### src/rtl/attn_pkg.sv
// Shared types and constants for the attention operand transmitter.
// The default sizes here set the host address map (q first, then key rows).
package attn_pkg;

  localparam int ATTN_N_FEAT = 4;
  localparam int ATTN_N_ROWS = 4;
  localparam int K_BASE      = ATTN_N_FEAT;

  typedef enum logic [1:0] {
    IDLE = 2'd0,
    SEND = 2'd1,
    DONE = 2'd2
  } tx_state_t;

  // Flat buffer index for a stream position: q[feat] or k[row][feat].
  function automatic int operand_index(input logic phase, input int feat,
                                       input int row, input int n_feat);
    return phase ? (n_feat + row * n_feat + feat) : feat;
  endfunction

endpackage

### src/rtl/attn_operand_mem.sv
// Operand buffer: one query vector plus N_ROWS key rows, host-writable,
// synchronously cleared, read combinationally by stream position.
module attn_operand_mem
  import attn_pkg::*;
#(
  parameter int N_FEAT = ATTN_N_FEAT,
  parameter int N_ROWS = ATTN_N_ROWS,
  parameter int AW     = $clog2(N_FEAT * (N_ROWS + 1))
) (
  input  logic                      clk,
  input  logic                      rst,
  input  logic                      wr_en,
  input  logic [AW-1:0]             wr_addr,
  input  logic [7:0]                wr_data,
  input  logic                      rd_phase,
  input  logic [$clog2(N_FEAT)-1:0] rd_feat,
  input  logic [$clog2(N_ROWS)-1:0] rd_row,
  output logic [7:0]                rd_data
);

  localparam int DEPTH = N_FEAT * (N_ROWS + 1);

  logic [7:0]    mem_q [DEPTH];
  logic [7:0]    mem_d [DEPTH];
  logic          wr_hit;
  logic [AW-1:0] rd_idx;

  // Addresses past the last key entry are legal encodings but map to nothing.
  always_comb begin
    wr_hit = wr_en && (int'(wr_addr) < DEPTH);
    mem_d  = mem_q;
    if (wr_hit) begin
      mem_d[wr_addr] = wr_data;
    end
  end

  always_ff @(posedge clk) begin
    if (rst) begin
      for (int i = 0; i < DEPTH; i++) begin
        mem_q[i] <= '0;
      end
    end else begin
      mem_q <= mem_d;
    end
  end

  always_comb begin
    rd_idx = AW'(operand_index(rd_phase, int'(rd_feat), int'(rd_row), N_FEAT));
  end

  assign rd_data = mem_q[rd_idx];

endmodule

### src/rtl/attn_operand_tx.sv
// Streams q/k interleaved operand beats to the attention engine over a
// valid/ready link; the host loads the buffer only while idle.
module attn_operand_tx
  import attn_pkg::*;
#(
  parameter int N_FEAT = ATTN_N_FEAT,
  parameter int N_ROWS = ATTN_N_ROWS,
  parameter int AW     = $clog2(N_FEAT * (N_ROWS + 1))
) (
  input  logic          clk,
  input  logic          rst,
  input  logic          wr_en,
  input  logic [AW-1:0] wr_addr,
  input  logic [7:0]    wr_data,
  input  logic          start,
  output logic          busy,
  output logic          done,
  output logic [7:0]    tx_data,
  output logic          tx_vld,
  input  logic          tx_rdy
);

  localparam int FW = $clog2(N_FEAT);
  localparam int RW = $clog2(N_ROWS);
  localparam logic [FW-1:0] FEAT_LAST = FW'(N_FEAT - 1);
  localparam logic [RW-1:0] ROW_LAST  = RW'(N_ROWS - 1);

  tx_state_t     state_q, state_d;
  logic          phase_q, phase_d;
  logic [FW-1:0] feat_q, feat_d;
  logic [RW-1:0] row_q, row_d;
  logic          fire;
  logic          last_beat;
  logic          buf_wr_en;

  always_ff @(posedge clk) begin
    if (rst) begin
      state_q <= IDLE;
      phase_q <= 1'b0;
      feat_q  <= '0;
      row_q   <= '0;
    end else begin
      state_q <= state_d;
      phase_q <= phase_d;
      feat_q  <= feat_d;
      row_q   <= row_d;
    end
  end

  // Counters form one odometer: phase is the fastest digit, then feat, then row.
  always_comb begin
    state_d   = state_q;
    phase_d   = phase_q;
    feat_d    = feat_q;
    row_d     = row_q;
    fire      = (state_q == SEND) && tx_rdy;
    last_beat = fire && phase_q && (feat_q == FEAT_LAST) && (row_q == ROW_LAST);

    case (state_q)
      IDLE: begin
        if (start) begin
          state_d = SEND;
          phase_d = 1'b0;
          feat_d  = '0;
          row_d   = '0;
        end
      end
      SEND: begin
        if (fire) begin
          phase_d = ~phase_q;
          if (phase_q) begin
            feat_d = feat_q + 1'b1;
            if (feat_q == FEAT_LAST) begin
              row_d = row_q + 1'b1;
            end
          end
        end
        if (last_beat) begin
          state_d = DONE;
        end
      end
      DONE: begin
        state_d = IDLE;
      end
      default: begin
        state_d = IDLE;
      end
    endcase
  end

  // Valid is purely a state decode so it never depends on tx_rdy.
  assign busy      = (state_q == SEND);
  assign tx_vld    = (state_q == SEND);
  assign done      = (state_q == DONE);
  assign buf_wr_en = wr_en && (state_q == IDLE);

  attn_operand_mem #(
    .N_FEAT (N_FEAT),
    .N_ROWS (N_ROWS),
    .AW     (AW)
  ) u_mem (
    .clk      (clk),
    .rst      (rst),
    .wr_en    (buf_wr_en),
    .wr_addr  (wr_addr),
    .wr_data  (wr_data),
    .rd_phase (phase_q),
    .rd_feat  (feat_q),
    .rd_row   (row_q),
    .rd_data  (tx_data)
  );

endmodule

### config.mk
export PLATFORM = sky130hd
export DESIGN_NAME = attn_operand_tx
export DESIGN_NICKNAME = d
export VERILOG_FILES = /design/src/rtl/attn_pkg.sv /design/src/rtl/attn_operand_mem.sv /design/src/rtl/attn_operand_tx.sv
export SDC_FILE = /design/constraint.sdc
export NUM_CORES = 1
export LEC_CHECK = 0
export ABC_AREA = 0
export CORE_MARGIN = 5
export CORE_UTILIZATION = 60
export CTS_CLUSTER_DIAMETER = 40
export DETAILED_ROUTE_END_ITERATION = 8
export DONT_BUFFER_PORTS = 1
export GPL_TIMING_DRIVEN = 1
export PLACE_DENSITY_LB_ADDON = 0.1
export SLEW_MARGIN = 10
export SYNTH_ARGS = -nofsm -noshare
export SYNTH_HDL_FRONTEND = slang
export SYNTH_SLANG_ARGS = --single-unit
### constraint.sdc
create_clock -name clk -period 2.85 [get_ports clk]
set_input_delay 0.4275 -clock clk [delete_from_list [all_inputs] [get_ports clk]]
set_output_delay 0.4275 -clock clk [all_outputs]
set_load 0.01 [all_outputs]
==> run_results.csv, run 1 <==
group,metric,value,unit
cts,cts_resized,1,
setup_path,reg2reg_depth,4,
die,ios,29,
sta,worst_pin_slew,0.773,ns
setup_path,worstPathArrival,2.30,ns
cts,clk_pin_slew,0.06,ns
setup_path,rr_startpoint,"state_q[0]",
synthesis,syn-num-nets,739,
sta,slew_violations,0,
final_layout,syn_to_final_growth,11.3,%
worst_hold_path,hold_class,"input pin to flop",
setup_path,crit_slowest_cell,"mux4_2",
pwr,power,5.07,mW
sta,min_period,2.73,ns
cts,cts_root_buffer,"clkbuf_16",
setup_path,reg2reg_slack,0.53,ns
synthesis,ys_ff_latch,167,
synthesis,async_flop_share,0,
setup_path,cpPeakStageDelay,0.56,ns
pwr,ir_drop,464,uV
die,dieArea,14900,um^2
cts,postCtsHoldBufs,0,
sta,hold_violations,0,
setup_path,endpoint_kind,"primary output",
die,coreArea,12500,um^2
global_route,grt_max_degree,168,
sta,setup_violations,0,
place,portBuffers,0,
synthesis,synth_edf_count,0,
synthesis,ys.flop_type,"dfxtp_1",
outcome,status,"finished clean",
synthesis,netlist_area,7540,um^2
place,placedInstanceArea,7710,um^2
synthesis,ys.warnings.count,0,
pwr,p_leak,3.69,nW
die,initial_core_util,0.605,
sta,slew_headroom,0.483,
sta,setup_tns,0,ns
job,cap_violations,0,
cts,h-tree-depth,4,
cts,cts_buffers,17,
cts,cts_setup_buffers,0,
global_route,antenna_found_initial,0,
synthesis,yosysUniqueCellTypes,40,
global_route,grt_pass1_wl,29.9,mm
routing,drcViolationCount,0,
setup_path,crit_chain,"nand2b_1 -> buf_6 -> mux4_2 -> o211ai_1 -> nand3_1",
synthesis,post_synth.cell_area_avg,10.5,um^2
routing,vias,5350,
die,dieHeight,122,um
routing,drt_iter0_drc,495,
synthesis,synthCells,719,
setup_path,path_class,"flop to primary output",
cts,cts_buffer_depth,2,
setup_path,critPathMaxFanout,17,
place,place_hpwl,12.4,mm
die,fp.dieW,122,um
final_layout,design_area,8390,um^2
setup_path,reg2reg_to,"u_mem.mem_q[153]",
global_route,overflow,0,
worst_hold_path,hold_depth,1,
routing,antenna_left,0,
routing,via_per_inst,6.05,
setup_path,crit_required,2.42,ns
cts,worstSkewPairLatency,0.43,ns
sta,max_freq,366,MHz
global_route,globalRouteTotalUtil,0.269,
final_layout,antenna_cells,0,
place,gp_congestion,0.884,
worst_hold_path,min_to,"u_mem.mem_q[89]",
synthesis,seq_area_frac_synth,0.443,
sta,rsz0062_at_grt,"false",
sta,fin_crit_sh,0.958,
setup_path,cp-start-kind,"flop",
routing,drtPass1Iterations,5,
routing,drt-total-wl,19.0,mm
cts,tritoncts,"yes",
die,num_rows,41,
sta,whs,0.0648,ns
final_layout,drive_above_1_share,0.137,
final_layout,fin_nets,720,
global_route,grt_pass1_vias,5286,
worst_hold_path,hp-start,"rst",
sta,finalClockSkew,0.00634,ns
routing,wl_per_cell,21.5,um
cts,clock-sinks,167,
pwr,power_density,604,nW/um^2
where the power goes:
group          switching (mW)  total, mW  internal, mW
Sequential             0.0116       2.36          2.35
Clock                   0.942       2.60          1.66
Combinational          0.0601      0.111        0.0506
Total                    1.01       5.07          4.05
cell families (layout without fill, tap and decap cells):
kind of cell | after synthesis | in the layout | synth area share
fa+ha+maj | 2 | 2 | 0.00332
buf+inv | 63 | 57 | 0.0357
simple gates | 242 | 242 | 0.155
compound gates | 34 | 34 | 0.0294
flops | 167 | 167 | 0.443
mux | 211 | 211 | 0.334
layout make-up:
cell class	instances	area, um^2
fillers	984	4080
multi-input cells	489	3930
flip-flops and latches	167	3350
clock buffers	22	485
well taps	172	215
repair buffers	23	214
clock inverters	10	190
inverters	2	7.51
flip-flops by register name (all words and copies together), names as in the netlist:
name         cells
u_mem.mem_q    160
row_q            2
feat_q           2
phase_q          1
state_q          2
critical path, delay by kind of cell (launching register included):
| kind | cells | cell delay (ns) |
|---|---|---|
| AO/OA/AOI/OAI | 1 | 0.27 |
| buffers and inverters | 1 | 0.23 |
| flip-flops | 1 | 0.42 |
| multiplexers | 1 | 0.56 |
| AND/OR/NAND/NOR | 2 | 0.39 |
worst max path at each step:
stage	start	to	slack, ns
2_1_floorplan	row_q[0]	tx_data[6]	0.53
3_3_place_gp	row_q[0]	tx_data[2]	0.48
3_5_place_dp	row_q[0]	tx_data[2]	0.46
4_1_cts	row_q[0]	tx_data[2]	0.05
5_1_grt	phase_q	tx_data[2]	0.06
6_report	phase_q	tx_data[2]	0.12
layer usage:
metal,up-vias,part of all wire,global-route usage
li1,2495,-,-
met3,36,0.069,0.0775
met1,2641,0.44,0.355
met5,-,0,0
met4,0,0.025,0.102
met2,178,0.47,0.420
cells in the mapped netlist, types with 4 or more instances:
| cell | instances | share of area |
|---|---|---|
| nand3_1 | 16 | 0.011 |
| dfxtp_1 | 167 | 0.44 |
| clkbuf_1 | 43 | 0.021 |
| a22oi_1 | 8 | 0.0080 |
| nor3b_1 | 4 | 0.0040 |
| mux2i_1 | 177 | 0.24 |
| nand2b_1 | 6 | 0.0050 |
| nand4_1 | 12 | 0.010 |
| nand2_1 | 11 | 0.0055 |
| nor4_4 | 6 | 0.017 |
| a21oi_1 | 10 | 0.0066 |
| mux4_2 | 32 | 0.096 |
| buf_2 | 8 | 0.0053 |
| buf_1 | 6 | 0.0030 |
| nor2_1 | 169 | 0.084 |
| o211ai_1 | 8 | 0.0080 |
placed cells by master, fill, tap and decap left out, types with 2 or more instances in the layout:
cell,n
mux2_2,2
buf_12,3
nand2_1,11
nand4b_1,2
and4b_1,2
a21oi_1,10
nor2_1,169
and3b_1,2
dfxtp_2,2
ha_1,2
nand3_1,16
clkinv_4,2
mux4_2,32
nand4_1,12
or4_1,2
o211ai_1,8
bufinv_16,5
clkbuf_1,2
clkinvlp_4,3
nor4_4,6
dfxtp_1,164
buf_4,19
clkbuf_8,2
inv_1,2
mux2i_1,177
a22oi_1,8
nor3b_1,4
o21ai_0,2
or2_2,2
nand2b_1,6
clkbuf_16,18
nor2b_1,2
per-stage QoR:
stage | worst slack (ns) | cells | util
2_1_floorplan | 0.530 | 719 | -
3_3_place_gp | 0.482 | 853 | 0.618
3_5_place_dp | 0.460 | 853 | 0.618
4_1_cts | 0.0517 | 885 | 0.673
5_1_grt | 0.0590 | 885 | 0.673
6_report | 0.119 | 885 | 0.673
Note: power is estimated with default switching activity, not from simulation.
==> inputs of run 2 (changes only) <==
SETUP_SLACK_MARGIN = 0.15   (was not set)
==> run 2 against run 1 <==
Effect of this change:
- clock-buffer cell count did not move
- sequential power barely moved
- non-clock buffer count rose by 1
- register-to-register slack about the same
- maximum frequency rose by 1.2%
- power about the same
- global-route usage stayed put
- combinational power hardly changed
- worst hold slack better by 0.0026 ns
- critical path depth unchanged
- via count is essentially flat
- design area up 0.63%
==> run_results.csv, run 2 (synthesized netlist as in run 1, its figures left out) <==
group,metric,value,unit
outcome,status,"finished clean",
sta,fin_crit_sh,0.947,
routing,drt-total-wl,19.1,mm
place,dp_slack,0.460,ns
place,place_hpwl,12.4,mm
pwr,netSwitchingFraction,0.201,
pwr,pwr-share-seq,0.465,
sta,max_freq,371,MHz
pwr,intPower,4.06,mW
pwr,power,5.07,mW
setup_path,critPathTopFamily,"multiplexers",
sta,worst_pin_slew,0.794,ns
final_layout,drive_above_1_share,0.144,
setup_path,crit_chain,"nand2b_1 -> buf_12 -> mux4_2 -> o211ai_1 -> nand3_2",
global_route,grt_pass1_vias,5286,
setup_path,crit_required,2.42,ns
pwr,power_density,601,nW/um^2
setup_path,path_class,"flop to primary output",
die,initial_core_util,0.605,
job,cap_violations,0,
pwr,ir_drop,463,uV
final_layout,largest_reg_flops,160,
setup_path,cp-start-kind,"flop",
global_route,antenna_found_initial,0,
final_layout,syn_to_final_growth,12.0,%
pwr,combPwrFrac,0.022,
sta,rsz0062_at_grt,"true",
routing,antenna_left,0,
setup_path,crit_buf_inv,1,
sta,layout_setup_ws,0.152,ns
place,portBuffers,0,
sta,min_period,2.70,ns
die,num_rows,41,
global_route,overflow,0,
cts,clk_pin_slew,0.06,ns
cts,h-tree-depth,4,
global_route,globalRouteTotalUtil,0.269,
setup_path,critPathMaxFanout,17,
pwr,power.switching,1.02,mW
final_layout,fin_cells,886,
routing,drcViolationCount,0,
routing,vias,5346,
cts,clock-sinks,167,
setup_path,worstPathArrival,2.27,ns
cts,postCtsHoldBufs,0,
die,dieArea,14900,um^2
die,ios,29,
pwr,clockPowerShare,0.513,
die,coreArea,12500,um^2
die,dieHeight,122,um
place,gp_congestion,0.884,
routing,drt_iter0_drc,494,
setup_path,crit_slowest_cell,"mux4_2",
setup_path,cpPeakStageDelay,0.54,ns
sta,setup_violations,0,
cts,worstSkewPairLatency,0.43,ns
sta,slew_headroom,0.469,
final_layout,fin_nets,721,
final_layout,final_common_cell,"mux2i_1",
routing,via_per_inst,6.03,
die,fp.dieW,122,um
sta,finalClockSkew,0.00631,ns
routing,drtPass1Iterations,5,
pwr,p_leak,3.72,nW
routing,wl_per_cell,21.6,um
place,dp.cells,853,
cts,cts_setup_buffers,0,
sta,setup_tns,0,ns
cts,cts_root_buffer,"clkbuf_16",
worst_hold_path,hold_class,"input pin to flop",
setup_path,endpoint_kind,"primary output",
cts,cts_buffers,17,
global_route,grt_pass1_wl,29.9,mm
sta,slew_violations,0,
cts,cts_buffer_depth,2,
cts,tritoncts,"yes",
final_layout,mostFrequentLayoutCells,"mux2i_1 (177), nor2_1 (169), dfxtp_1 (163)",
global_route,grt_max_degree,168,
final_layout,top_register,"u_mem.mem_q",
sta,hold_violations,0,
final_layout,antenna_cells,0,
==> run 2: power by group through the flow <==
stage	logic [mW]	registers, mW	clock network (mW)
6_report	0.114	2.36	2.60
3_3_place_gp	0.107	2.41	0
2_1_floorplan	0.161	2.40	0
4_1_cts	0.111	2.36	2.63
3_5_place_dp	0.110	2.41	0
5_1_grt	0.123	2.36	2.73
==> run 2: metal layers <==
| layer | share of wire | GRT usage | up-vias |
|---|---|---|---|
| li1 | - | - | 2495 |
| met1 | 0.44 | 0.355 | 2632 |
| met2 | 0.47 | 0.420 | 178 |
| met3 | 0.071 | 0.0775 | 41 |
| met4 | 0.026 | 0.102 | 0 |
| met5 | 0 | 0 | - |
==> run 2: path summary, 6_finish.rpt <==
path	from	end	slack, ns	cells after the start
hold / removal	rst	phase_q	0.07	1
setup reg to reg	state_q[0]	u_mem.mem_q[153]	0.54	4
setup / recovery	row_q[0]	tx_data[2]	0.15	5
hold reg to reg	row_q[1]	row_q[1]	0.49	2
==> run 2: timing repair <==
item                                    4_1_cts  5_1_grt
gates cloned                                  0        1
endpoints found under the setup margin        6        4
gates resized for setup                       3        6
endpoints found under the hold margin         0        0
pin swaps                                     0        2
==> run 2: per-stage QoR <==
| stage | instance area, um^2 | utilization | hold WS, ns |
|---|---|---|---|
| detailed placement | 7710 | 0.618 | 0.471 |
| global placement | 7710 | 0.618 | 0.468 |
| floorplan | 7540 | - | 0.453 |
| finish | 8440 | 0.677 | 0.0674 |
| global route | 8440 | 0.677 | 0.0501 |
| CTS | 8390 | 0.673 | 0.0615 |
==> run 2: final cells by class <==
cell class	count	area (um^2)
multi-input cells	489	3940
flip-flops and latches	167	3350
clock buffers	22	485
repair buffers	24	248
clock inverters	10	190
inverters	2	7.51
well taps	172	215
fillers	975	4030
